==> config.mk <==
export PLATFORM = sky130hd
export DESIGN_NAME = cacheline_adaptor
export DESIGN_NICKNAME = d
export VERILOG_FILES = /design/src/rtl/cacheline_adaptor.sv
export SDC_FILE = /design/constraint.sdc
export NUM_CORES = 1
export LEC_CHECK = 0
export CAP_MARGIN = 25
export CORE_AREA = 4 4 273 275
export CTS_CLUSTER_DIAMETER = 80
export DETAILED_ROUTE_END_ITERATION = 12
export DIE_AREA = 0 0 277 279
export DONT_BUFFER_PORTS = 1
export SLEW_MARGIN = 0
export SYNTH_ARGS = -nofsm -noshare
export SYNTH_HDL_FRONTEND = slang
export SYNTH_SLANG_ARGS = --single-unit
==> constraint.sdc <==
create_clock -name clk -period 51.4 [get_ports clk]
set_input_delay 10.28 -clock clk [delete_from_list [all_inputs] [get_ports clk]]
set_output_delay 10.28 -clock clk [all_outputs]
set_load 0.05 [all_outputs]
==> src/rtl/cacheline_adaptor.sv <==
// Cacheline adaptor: turns one upstream full-line read/write request into a
// BEATS-long burst on the physical-memory port and pulses resp_o when done.
module cacheline_adaptor #(
    parameter int unsigned LINE_WIDTH  = 256,
    parameter int unsigned BURST_WIDTH = 64,
    parameter int unsigned ADDR_WIDTH  = 32
) (
    input  logic                   clk,
    input  logic                   rst,
    input  logic                   read_i,
    input  logic                   write_i,
    input  logic [ADDR_WIDTH-1:0]  address_i,
    input  logic [LINE_WIDTH-1:0]  line_i,
    output logic [LINE_WIDTH-1:0]  line_o,
    output logic                   resp_o,
    output logic                   read_o,
    output logic                   write_o,
    output logic [ADDR_WIDTH-1:0]  address_o,
    output logic [BURST_WIDTH-1:0] burst_o,
    input  logic [BURST_WIDTH-1:0] burst_i,
    input  logic                   resp_i
);

    localparam int unsigned BEATS      = LINE_WIDTH / BURST_WIDTH;
    localparam int unsigned CNT_W      = $clog2(BEATS);
    localparam int unsigned LINE_BYTES = LINE_WIDTH / 8;
    localparam logic [ADDR_WIDTH-1:0] ALIGN_MASK = ~ADDR_WIDTH'(LINE_BYTES - 1);
    localparam logic [CNT_W-1:0]      LAST_BEAT  = CNT_W'(BEATS - 1);

    typedef enum logic [1:0] {
        IDLE,
        READ,
        WRITE,
        DONE
    } state_t;

    state_t                state;
    logic [CNT_W-1:0]      cnt;
    logic [CNT_W-1:0]      cnt_nxt;
    logic [LINE_WIDTH-1:0] line_buf;

    // Beat counter wraps naturally to 0 after the last beat.
    assign cnt_nxt = cnt + CNT_W'(1);

    // Holds the write line, or collects read beats, for the burst in flight.
    always_ff @(posedge clk or posedge rst) begin
        if (rst) begin
            state     <= IDLE;
            cnt       <= '0;
            line_buf  <= '0;
            line_o    <= '0;
            resp_o    <= 1'b0;
            read_o    <= 1'b0;
            write_o   <= 1'b0;
            address_o <= '0;
            burst_o   <= '0;
        end else begin
            resp_o <= 1'b0;
            case (state)
                IDLE: begin
                    cnt <= '0;
                    if (write_i) begin
                        state     <= WRITE;
                        line_buf  <= line_i;
                        write_o   <= 1'b1;
                        address_o <= address_i & ALIGN_MASK;
                        burst_o   <= line_i[BURST_WIDTH-1:0];
                    end else if (read_i) begin
                        state     <= READ;
                        read_o    <= 1'b1;
                        address_o <= address_i & ALIGN_MASK;
                    end
                end
                READ: begin
                    if (resp_i) begin
                        line_buf[32'(cnt) * BURST_WIDTH +: BURST_WIDTH] <= burst_i;
                        cnt <= cnt_nxt;
                        if (cnt == LAST_BEAT) begin
                            state     <= DONE;
                            resp_o    <= 1'b1;
                            read_o    <= 1'b0;
                            address_o <= '0;
                            line_o    <= {burst_i, line_buf[LINE_WIDTH-BURST_WIDTH-1:0]};
                        end
                    end
                end
                WRITE: begin
                    if (resp_i) begin
                        cnt <= cnt_nxt;
                        if (cnt == LAST_BEAT) begin
                            state     <= DONE;
                            resp_o    <= 1'b1;
                            write_o   <= 1'b0;
                            address_o <= '0;
                            burst_o   <= '0;
                        end else begin
                            burst_o <= line_buf[32'(cnt_nxt) * BURST_WIDTH +: BURST_WIDTH];
                        end
                    end
                end
                DONE: begin
                    state <= IDLE;
                    cnt   <= '0;
                end
                default: begin
                    state <= IDLE;
                end
            endcase
        end
    end

endmodule

## Word level (Yosys, flattened, before mapping)

Index checks and enable logic that the tools add are counted.

| storage, ports and cells | value |
|---|---|
| output and inout bits | 355 |
| bits of input ports | 357 |
| register bits after elaboration | 615 |
| logic and storage cells | 71 |

| cells by class | value |
|---|---|
| equality and inequality tests | 14 |
| $add $sub $neg | 2 |
| reduce and logical (&&, ||, !) cells | 13 |
| muxes and demuxes | 30 |
| shift operators | 3 |

Operators with widths:

| kind | count |
|---|---|
| 256-bit two-way mux | 2 |
| 256-bit case mux with 2 select lines | 1 |
| 256-bit bitwise mux | 1 |
| 64-bit by 34-bit variable shift with 256-bit output, first input constant | 1 |
| 256-bit by 9-bit variable part select with 64-bit output | 1 |
| 64-bit by 34-bit variable part select with 256-bit output | 1 |
| 64-bit two-way mux | 3 |
| 32-bit two-way mux | 4 |
| 64-bit case mux with 2 select lines | 1 |
| 32-bit case mux with 2 select lines | 1 |
| 8-bit negation with 34-bit output | 1 |
| 2-bit inequality test, second input constant | 7 |
| 3-bit AND reduction | 4 |
| 2-bit two-way mux | 5 |
| 1-bit two-way mux | 8 |
| 4-bit AND reduction | 2 |
| 2-bit equality test, second input constant | 3 |
| 2-bit case mux with 3 select lines | 1 |
| 2-bit nonzero test | 3 |
| 5-bit AND reduction | 1 |
| 2-bit by 1-bit inequality test with 1-bit output, second input constant | 2 |
| 1-bit case mux with 2 select lines | 2 |
| 2-bit case mux with 2 select lines | 1 |
| 2-bit OR reduction | 2 |
| other kinds (4) | 4 |

## Logic depth before layout (Yosys ltp)

| logic depth | value |
|---|---|
| depth after elaboration | 5 |
| depth in mapped cells | 11 |
| mapped depth without buffers | 5 |

## Worst setup path before layout

No wires, ideal clock.

| timing | value |
|---|---|
| kind | input to register |
| from | input port resp_i |
| to | register line_buf[192] |
| buffers on the path | 2 |
| slack | 39,873 ps |
| required time | 51,275 ps |
| library setup time | 125 ps |
| arrival | 11,402 ps |
| stages on the path | 5 |
| cell sequence | buf_2 -> nand2_1 -> a21oi_4 -> buf_6 -> mux2_2 |

| between the ends | value |
|---|---|
| word-level cells in the longest chain between the ends | 2 |

Ends and longest elaborated chain:

| what | RTL line | source |
|---|---|---|
| start, declared | 21 | `input logic resp_i` |
| 2-bit inequality test (no line) | n/a |  |
| 3-bit AND reduction (no line) | n/a |  |
| end signal, assigned | 64 | `line_buf <= line_i;` |
| end signal, assigned by index | 76 | `line_buf[32'(cnt) * BURST_WIDTH +: BURST_WIDTH] <= burst_i;` |
| end, declared | 40 | `logic [LINE_WIDTH-1:0] line_buf;` |

No other way between the ends.
A chain may end at the register's enable or synchronous reset.

## Final worst setup path

| timing | value |
|---|---|
| from | input port resp_i |
| to | register line_o[45] |

| between the ends | value |
|---|---|
| word-level cells in the longest chain between the ends | 1 |

Ends and longest elaborated chain:

| what | RTL line | source |
|---|---|---|
| 3-bit AND reduction (no line) | n/a |  |
| end signal, assigned | 83 | `line_o <= {burst_i, line_buf[LINE_WIDTH-BURST_WIDTH-1:0]};` |
| end, declared | 14 | `output logic [LINE_WIDTH-1:0] line_o,` |

No other way between the ends.

==> impl_metrics.env <==
export IMPL_gp_congestion=0.878
export IMPL_antenna_found_initial=10
export IMPL_final_min_clock_period_ps=12750
export IMPL_fin_crit_sh_pct=24.8
export IMPL_gr_total_overflow=0
export IMPL_die_x_um=277
export IMPL_crit_arrival_ps=13230
export IMPL_clk_pin_slew_ps=60
export IMPL_layout_setup_ws_ps=38650
export IMPL_p_clk_share_pct=20.6
export IMPL_drv_slew=0
export IMPL_power_density_nw_per_um2=78.9
export IMPL_first_global_vias=20300
export IMPL_initial_core_util_pct=39.3
export IMPL_rr_startpoint="state[1]"
export IMPL_critPathLaunchType="input port"
export IMPL_cts_sinks=610
export IMPL_first_iter_violations=1757
export IMPL_ys_top_cells_by_area="dfrtp_1 54%, mux2_2 18%, a32o_1 6.8%"
export IMPL_p_leak_nw=14.1
export IMPL_wl_per_cell_um=33.8
export IMPL_worst_slew_pin_slew_ps=1370
export IMPL_io_buffer_count=0
export IMPL_crit_type="input port to flip-flop"
export IMPL_seq_power_share_pct=48.0
export IMPL_die_h_um=279
export IMPL_grt_max_degree=201
export IMPL_synth_top_area_share_pct=53.6
export IMPL_crit_start="resp_i"
export IMPL_ys_seq_area_share_pct=53.6
export IMPL_finalCoreUtilization_pct=43.5
export IMPL_vias=19200
export IMPL_grt_first_pass_wirelength_mm=147
export IMPL_totalPowerFinal_mw=2.48
export IMPL_synth_cell_types=43
export IMPL_core_region_area_um2=72300
export IMPL_clk_latency_ps=600
export IMPL_p_int_mw=1.36
export IMPL_crit_chain="nand3_4 > buf_12 > buf_4 > mux2_2"
export IMPL_hp_class="flip-flop to flip-flop"
export IMPL_place_hpwl_mm=64.8
export IMPL_ant_nets=0
export IMPL_syn_to_final_growth_pct=10.5
export IMPL_vias_per_cell=6.36
export IMPL_slowest_stage="buf_4"
export IMPL_post_place_ws_ps=38280
export IMPL_fin_skew_ps=33.6
export IMPL_synth_common_cells="610 x dfrtp_1, 453 x mux2_2, 192 x a32o_1"
export IMPL_synth_edf_count=0
export IMPL_end_kind="flip-flop"
export IMPL_path_delay_family="buffers and inverters"
export IMPL_syn_inst=2073
export IMPL_grt_usage_pct=25.5
export IMPL_routed_wl_mm=102
export IMPL_cp_num_buf_inv=2
export IMPL_timing_setup_tns_ps=0
export IMPL_peakVddDrop_v=0.0000418
export IMPL_switching_share_pct=45.1
export IMPL_critPathRequiredTime_ps=51880
export IMPL_finalHoldViolCount=0
export IMPL_cts_buffer_depth=3
export IMPL_crit_fanout=200
export IMPL_setup_violations_final=0
export IMPL_drc=0
export IMPL_slew_headroom_pct=8.96
export IMPL_drive_above_1_share_pct=33.6
export IMPL_nets=2359
export IMPL_outcome="completed"
export IMPL_synth_most_common_cell="dfrtp_1"
export IMPL_cts_root_buf="clkbuf_16"
export IMPL_yosys_warnings=0
export IMPL_synth_seq_cells=610
export IMPL_synth_top_area_cell="dfrtp_1"
export IMPL_rows=99
export IMPL_synth_async_reset_ratio_pct=100
export IMPL_cpPeakStageDelay_ps=900
export IMPL_synth_main_ff_cell="dfrtp_1"
export IMPL_cts_tree="built"
export IMPL_cts_resized=0
export IMPL_hold_start="line_buf[219]"
export IMPL_syn_area_per_cell_um2=13.7
export IMPL_cts_htree_levels=3
export IMPL_cts_hold_buf=0
export IMPL_dieArea_um2=77300
export IMPL_p_switching_mw=1.12
export IMPL_post_cts_setup_buffers=0
export IMPL_rsz0062_at_grt="false"
export IMPL_clock_fmax_ghz=0.0785
export IMPL_drv_cap=0
export IMPL_io_pins=712
export IMPL_syn_area_um2=28500
export IMPL_comb_power_share_pct=31.4
export IMPL_dr_pass1_iters=5
export IMPL_cts_buffers=71
-- path summary, 6_finish.rpt --
| check | cells past startpoint | end | slack [ps] |
|---|---|---|---|
| max | 4 | line_o[45] | 38650 |
| max in group asynchronous | 3 | line_buf[240] | 39520 |
| min reg2reg | 1 | line_buf[219] | 500 |
| min in group asynchronous | 1 | line_o[152] | 9720 |
| min | 1 | line_buf[219] | 500 |
| max reg2reg | 6 | line_o[45] | 47120 |
-- per-stage QoR --
stage / instance area (um2) / hold slack [ps] / std cells
6_report: 31400 / 503 / 3013
5_1_grt: 31400 / 512 / 3010
4_1_cts: 31300 / 503 / 3000
3_5_place_dp: 28900 / 490 / 2875
3_3_place_gp: 28900 / 485 / 2874
2_1_floorplan: 28500 / 471 / 2077
-- metal layers --
| layer | track usage [%] | part of all wire [%] |
|---|---|---|
| met5 | 0 | 0 |
| met4 | 10.6 | 4.2 |
| met3 | 7.73 | 9.7 |
| met2 | 41.2 | 48 |
| met1 | 32.2 | 38 |
-- cell families (layout without fill, tap and decap cells) --
family / Yosys count / count (layout) / share of synthesized area [%]
fa+ha+maj: 8 / 8 / 0.352
simple gates: 180 / 180 / 3.53
other cells: 1 / 13 / 0.0132
xor+xnor: 1 / 1 / 0.0308
flops: 610 / 610 / 53.6
compound gates: 400 / 400 / 12.6
buf+inv: 332 / 301 / 5.79
mux: 541 / 541 / 24.0
-- power groups by stage --
| stage | sequential, mW | clock [mW] | combinational [mW] |
|---|---|---|---|
| after floorplan | 1.11 | 0 | 0.605 |
| after global placement | 1.19 | 0 | 0.752 |
| after detailed placement | 1.20 | 0 | 0.775 |
| after CTS | 1.19 | 0.522 | 0.777 |
| after global routing | 1.21 | 0.544 | 0.830 |
| final | 1.19 | 0.511 | 0.778 |
-- cell usage in the layout, fill, tap and decap left out, types with 4 or more instances in the layout --
master	n
dfrtp_1	609
mux2_2	453
a32o_1	192
inv_1	134
clkbuf_16	71
nand2_1	70
o21ai_0	65
a221o_1	64
o32ai_1	64
mux4_2	62
and2_1	50
buf_4	33
nor2b_1	28
mux2_1	22
clkbuf_8	21
clkbuf_1	16
nor4b_1	15
diode_2	8
conb_1	5
clkinv_2	5
buf_16	5
inv_6	4
a21oi_4	4
a21oi_1	4
ha_1	4
bufinv_16	4
-- state kept, by name, indices dropped and copies added (netlist names) --
signal,flops
write_o,1
read_o,1
line_o,256
burst_o,64
state,2
address_o,27
line_buf,256
cnt,2
resp_o,1
-- cell type report --
type | instances | area (um2)
tap | 959 | 1200
multi-input combinational | 1135 | 11600
inverter | 136 | 523
antenna | 8 | 20.0
timing repair buffer | 40 | 425
clock inverter | 17 | 235
sequential | 610 | 15300
fill | 6630 | 40900
clock buffer | 108 | 2130
(Power assumes the default switching activity.)
